`config.mk`:
```
export PLATFORM = sky130hd
export DESIGN_NAME = booth_mult_seq
export DESIGN_NICKNAME = d
export VERILOG_FILES = /design/src/rtl/booth_pkg.sv /design/src/rtl/booth_step.sv /design/src/rtl/booth_mult_seq.sv
export SDC_FILE = /design/constraint.sdc
export NUM_CORES = 1
export LEC_CHECK = 0
export ABC_AREA = 1
export CAP_MARGIN = 30
export CELL_PAD_IN_SITES_DETAIL_PLACEMENT = 1
export CELL_PAD_IN_SITES_GLOBAL_PLACEMENT = 1
export CORE_MARGIN = 8
export CORE_UTILIZATION = 44
export DETAILED_ROUTE_END_ITERATION = 16
export HOLD_SLACK_MARGIN = 0.02
export PLACE_DENSITY = 0.92
export SYNTH_ARGS = -nofsm -noshare
export SYNTH_HDL_FRONTEND = slang
export SYNTH_SLANG_ARGS = --single-unit
export TNS_END_PERCENT = 50
```
`constraint.sdc`:
```
create_clock -name clk -period 3.3 [get_ports clk]
set_input_delay 0.66 -clock clk [delete_from_list [all_inputs] [get_ports clk]]
set_output_delay 0.66 -clock clk [all_outputs]
set_load 0.01 [all_outputs]
```
`src/rtl/booth_pkg.sv`:
```
// -----------------------------------------------------------------------------
// booth_pkg
// Shared types and helpers for the sequential radix-2 Booth multiplier.
//   state_t     : controller states (IDLE, RUN, DONE)
//   BOOTH_*     : codes for the examined bit pair {Q[0], q_1}
//   cnt_width() : width of the iteration counter for a given operand width
// -----------------------------------------------------------------------------
package booth_pkg;

  typedef enum logic [1:0] {
    IDLE = 2'd0,
    RUN  = 2'd1,
    DONE = 2'd2
  } state_t;

  // {Q[0], q_1}: 01 -> add multiplicand, 10 -> subtract, 00/11 -> no add
  localparam logic [1:0] BOOTH_ADD = 2'b01;
  localparam logic [1:0] BOOTH_SUB = 2'b10;

  // The counter must hold WIDTH+1 (the iteration count).
  function automatic int cnt_width(input int width);
    return $clog2(width + 2);
  endfunction

endpackage

```
`src/rtl/booth_step.sv`:
```
// -----------------------------------------------------------------------------
// booth_step
// One combinational radix-2 Booth iteration on an N-bit multiplier.
//   a_in  [N:0]   : accumulator (one guard bit above N, never overflows)
//   q_in  [N-1:0] : multiplier / low product bits
//   q1_in         : bit shifted out of Q on the previous step
//   m     [N:0]   : sign-extended multiplicand
//   a_out, q_out, q1_out : state after add/sub and arithmetic shift right
// -----------------------------------------------------------------------------
module booth_step
  import booth_pkg::*;
#(
  parameter int N = 9
) (
  input  logic [N:0]   a_in,
  input  logic [N-1:0] q_in,
  input  logic         q1_in,
  input  logic [N:0]   m,
  output logic [N:0]   a_out,
  output logic [N-1:0] q_out,
  output logic         q1_out
);

  logic [N:0] sum;

  // NOTE: every signal written in a combinational block gets a default first,
  // otherwise an unlisted case infers a latch.
  always_comb begin
    sum = a_in;
    case ({q_in[0], q1_in})
      BOOTH_ADD: sum = a_in + m;
      BOOTH_SUB: sum = a_in - m;
      default:   sum = a_in;
    endcase
  end

  // Arithmetic shift right of {A, Q, q_1}: the accumulator MSB is replicated
  // and the old q_1 falls off the end.
  assign {a_out, q_out, q1_out} = {sum[N], sum, q_in};

endmodule

```
`src/rtl/booth_mult_seq.sv`:
```
// -----------------------------------------------------------------------------
// booth_mult_seq
// Multi-cycle radix-2 Booth multiplier, one Booth step per clock.
//   clk, rst_n   : rising-edge clock, asynchronous active-low reset
//   start        : request, accepted only while idle
//   is_signed    : 1 = two's-complement operands, 0 = unsigned
//   a, b         : multiplicand / multiplier, captured with start
//   busy         : high while iterating
//   done         : one-cycle pulse when c is updated
//   c            : 2*WIDTH-bit product register, held between operations
// Operands are extended to WIDTH+1 bits (sign or zero) so both modes share
// the same signed datapath; WIDTH+1 iterations are always performed.
// -----------------------------------------------------------------------------
module booth_mult_seq
  import booth_pkg::*;
#(
  parameter int WIDTH = 8
) (
  input  logic               clk,
  input  logic               rst_n,
  input  logic               start,
  input  logic               is_signed,
  input  logic [WIDTH-1:0]   a,
  input  logic [WIDTH-1:0]   b,
  output logic               busy,
  output logic               done,
  output logic [2*WIDTH-1:0] c
);

  localparam int N  = WIDTH + 1;
  localparam int CW = cnt_width(WIDTH);

  state_t          state_q, state_n;
  logic [N:0]      m_q, a_q, a_nxt;
  logic [N-1:0]    q_q, q_nxt;
  logic            q1_q, q1_nxt;
  logic [CW-1:0]   cnt_q;
  logic [2*WIDTH-1:0] c_q;
  logic            done_q;

  logic [N:0]      a_ext;
  logic [N-1:0]    b_ext;

  // The extension bit of each operand is its MSB only in signed mode; the
  // multiplicand gets one extra copy to fill the accumulator guard bit.
  assign a_ext = {{2{is_signed & a[WIDTH-1]}}, a};
  assign b_ext = {is_signed & b[WIDTH-1], b};

  booth_step #(.N(N)) u_step (
    .a_in   (a_q),
    .q_in   (q_q),
    .q1_in  (q1_q),
    .m      (m_q),
    .a_out  (a_nxt),
    .q_out  (q_nxt),
    .q1_out (q1_nxt)
  );

  // State register
  // NOTE: sequential state uses non-blocking assignments so every register
  // samples pre-edge values, independent of block ordering.
  always_ff @(posedge clk or negedge rst_n) begin
    if (!rst_n) state_q <= IDLE;
    else        state_q <= state_n;
  end

  // Next-state logic
  always_comb begin
    state_n = state_q;
    case (state_q)
      IDLE:    if (start) state_n = RUN;
      RUN:     if (cnt_q == CW'(1)) state_n = DONE;
      DONE:    state_n = IDLE;
      default: state_n = IDLE;
    endcase
  end

  // Output logic
  always_comb begin
    busy = (state_q == RUN);
  end

  // Datapath, counter and result register
  // NOTE: all working registers are reset too, so an aborted operation leaves
  // no stale partial product behind.
  always_ff @(posedge clk or negedge rst_n) begin
    if (!rst_n) begin
      m_q    <= '0;
      a_q    <= '0;
      q_q    <= '0;
      q1_q   <= 1'b0;
      cnt_q  <= '0;
      c_q    <= '0;
      done_q <= 1'b0;
    end else begin
      done_q <= 1'b0;
      case (state_q)
        IDLE: begin
          if (start) begin
            m_q   <= a_ext;
            a_q   <= '0;
            q_q   <= b_ext;
            q1_q  <= 1'b0;
            cnt_q <= CW'(N);
          end
        end
        RUN: begin
          a_q   <= a_nxt;
          q_q   <= q_nxt;
          q1_q  <= q1_nxt;
          cnt_q <= cnt_q - CW'(1);
        end
        DONE: begin
          // Low 2*WIDTH bits of {A, Q}: Q supplies WIDTH+1, A the rest.
          c_q    <= {a_q[WIDTH-2:0], q_q};
          done_q <= 1'b1;
        end
        default: ;
      endcase
    end
  end

  assign c    = c_q;
  assign done = done_q;

endmodule

```
==> impl_results.md, run 1 <==
- Worst setup slack after placement: 0.690 ns
- Total number of clock tree sinks: 51
- Number of standard cells in the final layout excluding fillers: 456
- Net total in the final layout: 412
- Final setup margin: 0.639 ns
- Post-cts sizing count: 0
- Number of flops mapped to enable cells by yosys: 0
- Overall track demand over capacity in global routing: 17.7%
- Flop and latch count out of synthesis: 51
- Number of buffers between clock root and the deepest sink: 2
- Synthesized-area fraction occupied by and/or/nand/nor cells: 19.9%
- First-pass detailed-route iteration total: 4
- Wire length of the first global-routing pass: 12.9 mm
- Outcome: completed
- CTS root buf: sky130_fd_sc_hd__clkbuf_8
- Placed cells: 448
- Number of design rule violations left after detail routing: 0
- Post-CTS Setup Bufs: 0
- Clock latency at the later pin of the worst-skew pair: roughly 0.32 ns
- Post-synthesis mux area share: 0%
- Portion of the clock cycle consumed by the worst path in the final layout: 80.6%
- Synthesized-area fraction occupied by ao, oa, aoi and oai cells: between 15 and 20%
- Die outline area: about 9200 um^2
- Die Span Y: 96.0 um
- Inserted Diodes: 0
- Initial antenna violation count: 0
- Starting density of the core: 44.9%
- Hold violation total from the final report: 0
- Synth Area in Adders: around 6.5%
- Leading register cell type out of synthesis: sky130_fd_sc_hd__dfrtp_1
- Number of nets with antenna violations after routing: 0
- Total number of vias: ~2400
- Register area share after synthesis: a little under half
- Startpoint kind of the worst setup timing path: flip-flop
- Max-slew headroom at the worst pin: 39.9%
- Fraction of final layout cells with drive strength greater than 1: 7.12%
- Cell with the most instances after synthesis: sky130_fd_sc_hd__nand2_1
- Avg Cell Area, Syn: 8.27 um^2
- Number of placement rows: 29
- Residual overflow from global routing: 0
- Ratio of routed vias to standard cells: 5.35
- Cell taking the most area after synthesis: sky130_fd_sc_hd__dfrtp_1
- Number of library cell types mapped by synthesis: 37
- Max Clock Freq: 0.376 GHz
- Total detailed-routing wirelength: between 7 and 8 mm
- Mapped Nets: 375
- Largest family of logic cells by synthesized area: simple AND/OR/NAND/NOR gates
- Largest net degree at the start of global routing: 34
- Type of the worst setup path: reg2reg
- Max H-tree Level: 2
- Die width: slightly below 100 um
- Post-synthesis instance area: approximately 2800 um^2
- Layout area overhead: 18.5%
- Element type at the critical path end: flip-flop
- RSZ-0062 raised after global routing: false
- Data arrival at the endpoint of the critical path: approximately 2.9 ns
- Total clock buffers created by CTS: 5
- Num ports: 38
- Post-cts hold buffer count: 0
- Clock transition at path regs: 0.11 ns
- Worst-Margin Slew: 0.899 ns
- Path type of the worst min-delay path: in2async
- Most area-consuming cells after synthesis: sky130_fd_sc_hd__dfrtp_1 (45%), sky130_fd_sc_hd__nand2_1 (10%), sky130_fd_sc_hd__inv_1 (6.4%)
- Post-synthesis xor/xnor area fraction: 2.49%
- Clock tree from TritonCTS: done
- Number of global-route vias before repair: 2709
- Core Footprint: approximately 6300 um^2
- Count of endpoints failing setup in the final report: 0
- Clk_skew: 0.0134 ns
- Buffers added on ports: 37
- Pins Over Slew Limit: 0
- Synth cell count leaders: sky130_fd_sc_hd__nand2_1 (76), sky130_fd_sc_hd__dfrtp_1 (51), sky130_fd_sc_hd__inv_1 (48)
- Final core utilization: 53.2%
- Number of DRC markers in iteration 0: 102
- Area share of the largest cell type after synthesis: 45.3%
- Count of maximum capacitance violations: 0
- Detailed placer's ending HPWL: 5.67 mm
- CP max FO: 4
- Global placer's final weighted congestion: 0.920
- Share of flip-flops with an asynchronous set or reset: 100%
- Endpoint required time on the critical path: about 3.5 ns
- Yosys synthesis warning count: 0
- Fin Setup TNS: 0 ns
- Average wire per cell in the routed design: 16.3 um
- Instance count of the mapped netlist: 341
- Period minus WS final: ~2.7 ns
==> metrics by stage <==
| step | hold slack, ns | cell area [um^2] |
|---|---|---|
| 2_1_floorplan | 0.364 | 2820 |
| 3_3_place_gp | 0.465 | 3240 |
| 3_5_place_dp | 0.476 | 3240 |
| 4_1_cts | 0.317 | 3340 |
| 5_1_grt | 0.342 | 3340 |
| 6_report | 0.301 | 3340 |
==> logic make-up (layout without fill, tap and decap cells) <==
| family | count (synthesis) | in the layout |
|---|---|---|
| xor+xnor | 8 | 8 |
| simple gates | 126 | 126 |
| compound gates | 80 | 80 |
| flops | 51 | 51 |
| buf+inv | 62 | 100 |
| fa+ha+maj | 14 | 14 |
==> registers in the layout, summed over array words and instances, names as in the netlist <==
name,count
a_q,9
c,16
m_q,9
state_q,2
q_q,9
q1_q,1
done,1
cnt_q,4
==> worst paths after layout <==
path | startpoint | to | slack (ns) | depth (start not counted)
setup reg to reg | m_q[1]$_DFFE_PN0P_ | a_q[8]$_DFFE_PN0P_ | 0.64 | 15
min in group clk | c[13]$_DFFE_PN0P_ | c[13]$_DFFE_PN0P_ | 0.49 | 2
setup / recovery | m_q[1]$_DFFE_PN0P_ | a_q[8]$_DFFE_PN0P_ | 0.64 | 15
hold reg to reg | c[13]$_DFFE_PN0P_ | c[13]$_DFFE_PN0P_ | 0.49 | 2
hold / removal | rst_n | c[4]$_DFFE_PN0P_ | 0.30 | 1
max in group asynchronous | rst_n | c[14]$_DFFE_PN0P_ | 2.21 | 2
==> cells in the final DEF (no fill, tap or decap), types with 2 or more instances in the layout <==
master / synthesis / final
sky130_fd_sc_hd__a21boi_1: 2 / 2
sky130_fd_sc_hd__dfrtp_1: 51 / 51
sky130_fd_sc_hd__clkdlybuf4s50_1: 0 / 36
sky130_fd_sc_hd__inv_1: 48 / 48
sky130_fd_sc_hd__ha_1: 13 / 13
sky130_fd_sc_hd__nand4_1: 3 / 3
sky130_fd_sc_hd__nand2_4: 2 / 2
sky130_fd_sc_hd__clkinv_2: 2 / 2
sky130_fd_sc_hd__xnor2_1: 2 / 2
sky130_fd_sc_hd__o211ai_1: 2 / 2
sky130_fd_sc_hd__a22oi_2: 2 / 2
sky130_fd_sc_hd__nand2_1: 76 / 76
sky130_fd_sc_hd__xor2_1: 6 / 6
sky130_fd_sc_hd__nor2_1: 20 / 20
sky130_fd_sc_hd__o21ai_1: 9 / 9
sky130_fd_sc_hd__a21oi_2: 2 / 2
sky130_fd_sc_hd__o22ai_1: 3 / 3
sky130_fd_sc_hd__a22oi_1: 9 / 9
sky130_fd_sc_hd__o21ai_0: 32 / 32
sky130_fd_sc_hd__nand3_1: 18 / 18
sky130_fd_sc_hd__nor2_4: 2 / 2
sky130_fd_sc_hd__clkbuf_8: 0 / 5
sky130_fd_sc_hd__a21oi_1: 14 / 14
sky130_fd_sc_hd__inv_2: 3 / 3
sky130_fd_sc_hd__buf_4: 2 / 2
==> routing by layer <==
metal / part of all wire (%) / wire length (um) / track usage, %
met2: 50 / 3740 / 32.0
met3: 5.4 / 403 / 3.20
met1: 42 / 3100 / 20.1
met4: 2.8 / 205 / 7.17
met5: 0 / 0 / 0
==> final cells by class <==
cell class | count | area [um^2]
fill | 774 | 2940
multi-input combinational | 228 | 1290
sequential | 51 | 1280
timing repair buffer | 39 | 380
inverter | 53 | 201
tap | 77 | 96.3
clock buffer | 5 | 68.8
clock inverter | 3 | 27.5
==> worst max-delay path, cell delays in order, from the launching register on <==
cell and delay [ns]:
sky130_fd_sc_hd__dfrtp_1 0.37, sky130_fd_sc_hd__inv_1 0.12, sky130_fd_sc_hd__ha_1 0.20, sky130_fd_sc_hd__nand2_1 0.09, sky130_fd_sc_hd__o31ai_2 0.29, sky130_fd_sc_hd__o21ai_0 0.18, sky130_fd_sc_hd__xor2_1 0.16, sky130_fd_sc_hd__inv_1 0.06
sky130_fd_sc_hd__ha_1 0.33, sky130_fd_sc_hd__nand2_1 0.11, sky130_fd_sc_hd__nor2_1 0.16, sky130_fd_sc_hd__nand2_1 0.10, sky130_fd_sc_hd__o211ai_1 0.18, sky130_fd_sc_hd__nand3_1 0.09, sky130_fd_sc_hd__nand3_1 0.07, sky130_fd_sc_hd__nand2_1 0.05
Power of run 1 is left out: the tool's default activity adds up to more than one toggle a clock period on the data nets, which glitch-free logic cannot reach.
==> run 2: changes to the inputs <==
- CORE_UTILIZATION: 44 -> 41
- PLACE_DENSITY: 0.92 -> 0.87
- clock period: 3.3 -> 2.5 ns (I/O delays scaled with it)
==> run 2 against run 1 <==
Non-clock buffer count increased by 3; final area rose by 5.2%; critical path type unchanged; wire length up 7.4%; global-route usage decreased by 1.5 points; critical path depth decreased by 1; critical endpoint unchanged.
==> impl_results.md, run 2 (synthesized netlist as in run 1, its figures left out) <==
- Outcome: completed (unchanged)
- Ratio of routed vias to standard cells: 5.27 (was 5.35)
- Post-DP Area: 3260 um^2 (was 3240 um^2)
- Final setup margin: 0.0850 ns (was 0.639 ns)
- Overall track demand over capacity in global routing: 16.2% (was 17.7%)
- Number of DRC markers in iteration 0: 93 (was 102)
- Initial antenna violation count: 0 (unchanged)
- Clk_skew: 0.0123 ns (was 0.0134 ns)
- Number of buffer and inverter stages on the critical path: 2 (unchanged)
- Slowest-stage cell, CP: sky130_fd_sc_hd__dfrtp_1 (unchanged)
- Detailed placer's ending HPWL: 5.56 mm (was 5.67 mm)
- Layout area overhead: 24.7% (was 18.5%)
- Endpoint required time on the critical path: 2.72 ns (was 3.51 ns)
- Hold violation total from the final report: 0 (unchanged)
- Critical Path Start: m_q[0]$_DFFE_PN0P_ (was m_q[1]$_DFFE_PN0P_)
- Buffers added on ports: 37 (unchanged)
- Worst setup slack after placement: 0.00621 ns (was 0.690 ns)
- Max-slew headroom at the worst pin: 37.4% (was 39.9%)
- Clock transition at path regs: 0.10 ns (was 0.11 ns)
- Starting density of the core: 42.0% (was 44.9%)
- Clock tree from TritonCTS: done (unchanged)
- Max H-tree Level: 2 (unchanged)
- Post-route cell area: 3510 um^2 (was 3340 um^2)
- Data arrival at the endpoint of the critical path: 2.63 ns (was 2.88 ns)
- First-pass detailed-route iteration total: 4 (unchanged)
- Number of design rule violations left after detail routing: 0 (unchanged)
- Pins Over Slew Limit: 0 (unchanged)
- Worst r2r path cells: 14 (was 15)
- Delay of the slowest cell on the worst path: 0.42 ns (was 0.37 ns)
- Number of nets with antenna violations after routing: 0 (unchanged)
- Type of the worst setup path: reg2reg (unchanged)
- Total clock buffers created by CTS: 5 (unchanged)
- Die outline area: 9790 um^2 (was 9220 um^2)
- Net total in the final layout: 415 (was 412)
- Number of buffers between clock root and the deepest sink: 2 (unchanged)
- Total detailed-routing wirelength: 8.00 mm (was 7.45 mm)
- Gate family responsible for the most delay along the worst path: simple AND/OR/NAND/NOR gates (unchanged)
- Post-cts hold buffer count: 0 (unchanged)
- Residual overflow from global routing: 0 (unchanged)
- Global placer's final weighted congestion: 0.856 (was 0.920)
- Beginning of the worst register-to-register path: m_q[0]$_DFFE_PN0P_ (was m_q[1]$_DFFE_PN0P_)
- Period minus WS final: 2.41 ns (was 2.66 ns)
- Worst-path cell chain: inv_2 -> ha_2 -> nand2_2 -> o31ai_4 -> xor2_1 -> inv_1 -> ha_4 -> nand2_1 -> nor2_2 -> nand2_1 -> o211ai_1 -> nand3_1 -> nand3_1 -> nand2_1 (was inv_1 -> ha_1 -> nand2_1 -> o31ai_2 -> o21ai_0 -> xor2_1 -> inv_1 -> ha_1 -> nand2_1 -> nor2_1 -> nand2_1 -> o211ai_1 -> nand3_1 -> nand3_1 -> nand2_1)
- Startpoint kind of the worst setup timing path: flip-flop (unchanged)
- Max Clock Freq: 0.414 GHz (was 0.376 GHz)
- Count of maximum capacitance violations: 0 (unchanged)
- Endpoint of the worst register-to-register path: a_q[8]$_DFFE_PN0P_ (unchanged)
- Total number of vias: 2435 (was 2440)
- Element type at the critical path end: flip-flop (unchanged)
- Die width: 98.9 um (was 96.0 um)
- Clock latency at the later pin of the worst-skew pair: 0.32 ns (about the same)
- Most common cell after layout, fill and taps aside: sky130_fd_sc_hd__nand2_1 (unchanged)
- Count of endpoints failing setup in the final report: 0 (unchanged)
- Average wire per cell in the routed design: 17.3 um (was 16.3 um)
- Portion of the clock cycle consumed by the worst path in the final layout: 96.6% (was 80.6%)
- CP max FO: 6 (was 4)
- Largest register FFs: 16 (unchanged)
- Num ports: 38 (unchanged)
- Wire length of the first global-routing pass: 12.8 mm (was 12.9 mm)
- Inserted Diodes: 0 (unchanged)
- Final core utilization: 52.3% (was 53.2%)
- Path type of the worst min-delay path: in2async (unchanged)
- Count of cell instances traversed by the critical path: 14 (was 15)
- Core Footprint: 6720 um^2 (was 6280 um^2)
- Most numerous cell on the critical path: sky130_fd_sc_hd__nand2_1 (unchanged)
- Hold slack: 0.282 ns (was 0.301 ns)
- Largest net degree at the start of global routing: 52 (was 34)
- Number of placement rows: 30 (was 29)
- Endpoint of the worst setup timing path: a_q[8]$_DFFE_PN0P_ (unchanged)
- Total number of clock tree sinks: 51 (unchanged)
- Number of global-route vias before repair: 2629 (was 2709)
- Die Span Y: 98.9 um (was 96.0 um)
- R2R Setup Slk: 0.09 ns (was 0.64 ns)
- CTS root buf: sky130_fd_sc_hd__clkbuf_8 (unchanged)
- Fraction of final layout cells with drive strength greater than 1: 13.1% (was 7.12%)
- Worst-Margin Slew: 0.936 ns (was 0.899 ns)
- Leading cell types in the layout, fill and taps excluded: sky130_fd_sc_hd__nand2_1 (75), sky130_fd_sc_hd__dfrtp_1 (51), sky130_fd_sc_hd__inv_1 (46), sky130_fd_sc_hd__clkdlybuf4s50_1 (36), sky130_fd_sc_hd__o21ai_0 (30) (was sky130_fd_sc_hd__nand2_1 (76), sky130_fd_sc_hd__dfrtp_1 (51), sky130_fd_sc_hd__inv_1 (48), sky130_fd_sc_hd__clkdlybuf4s50_1 (36), sky130_fd_sc_hd__o21ai_0 (32))
==> run 2: worst min-delay path by stage <==
stage               slack [ns]            endpoint  cells after the start        startpoint
global route              0.34  m_q[4]$_DFFE_PN0P_                      2             rst_n
floorplan                 0.20  a_q[0]$_DFFE_PN0P_                      0             rst_n
finish                    0.28  m_q[4]$_DFFE_PN0P_                      2             rst_n
detailed placement        0.48    c[9]$_DFFE_PN0P_                      2  c[9]$_DFFE_PN0P_
CTS                       0.32  a_q[6]$_DFFE_PN0P_                      2             rst_n
global placement          0.46    c[9]$_DFFE_PN0P_                      2  c[9]$_DFFE_PN0P_
==> run 2: layer usage <==
layer / share of wire, % / global-route usage [%] / vias to the layer above
li1: - / - / 1191
met5: 0 / 0 / -
met1: 44 / 19.6 / 1192
met2: 52 / 28.7 / 36
met4: 1.9 / 4.84 / 0
met3: 2.7 / 2.68 / 16
==> run 2: timing repair <==
action / 4_1_cts / 5_1_grt
resized for setup: 1 / 26
buffers inserted: 0 / 1
pin swaps: 0 / 5
endpoints found under the setup margin: 1 / 6
==> run 2: final cells by class <==
cell class                 instances  area, um^2
fill                             794        3200
multi-input combinational        228        1420
sequential                        51        1280
timing repair buffer              42         403
inverter                          53         201
tap                               80         100
clock buffer                       5        68.8
clock inverter                     3        46.3
==> run 2: per-stage QoR <==
stage	setup TNS [ns]	instances
detailed placement	0	453
finish	0	462
global route	-0.149	462
global placement	0	453
CTS	0	461
floorplan	0	341
Power of run 2 is left out for the same reason.
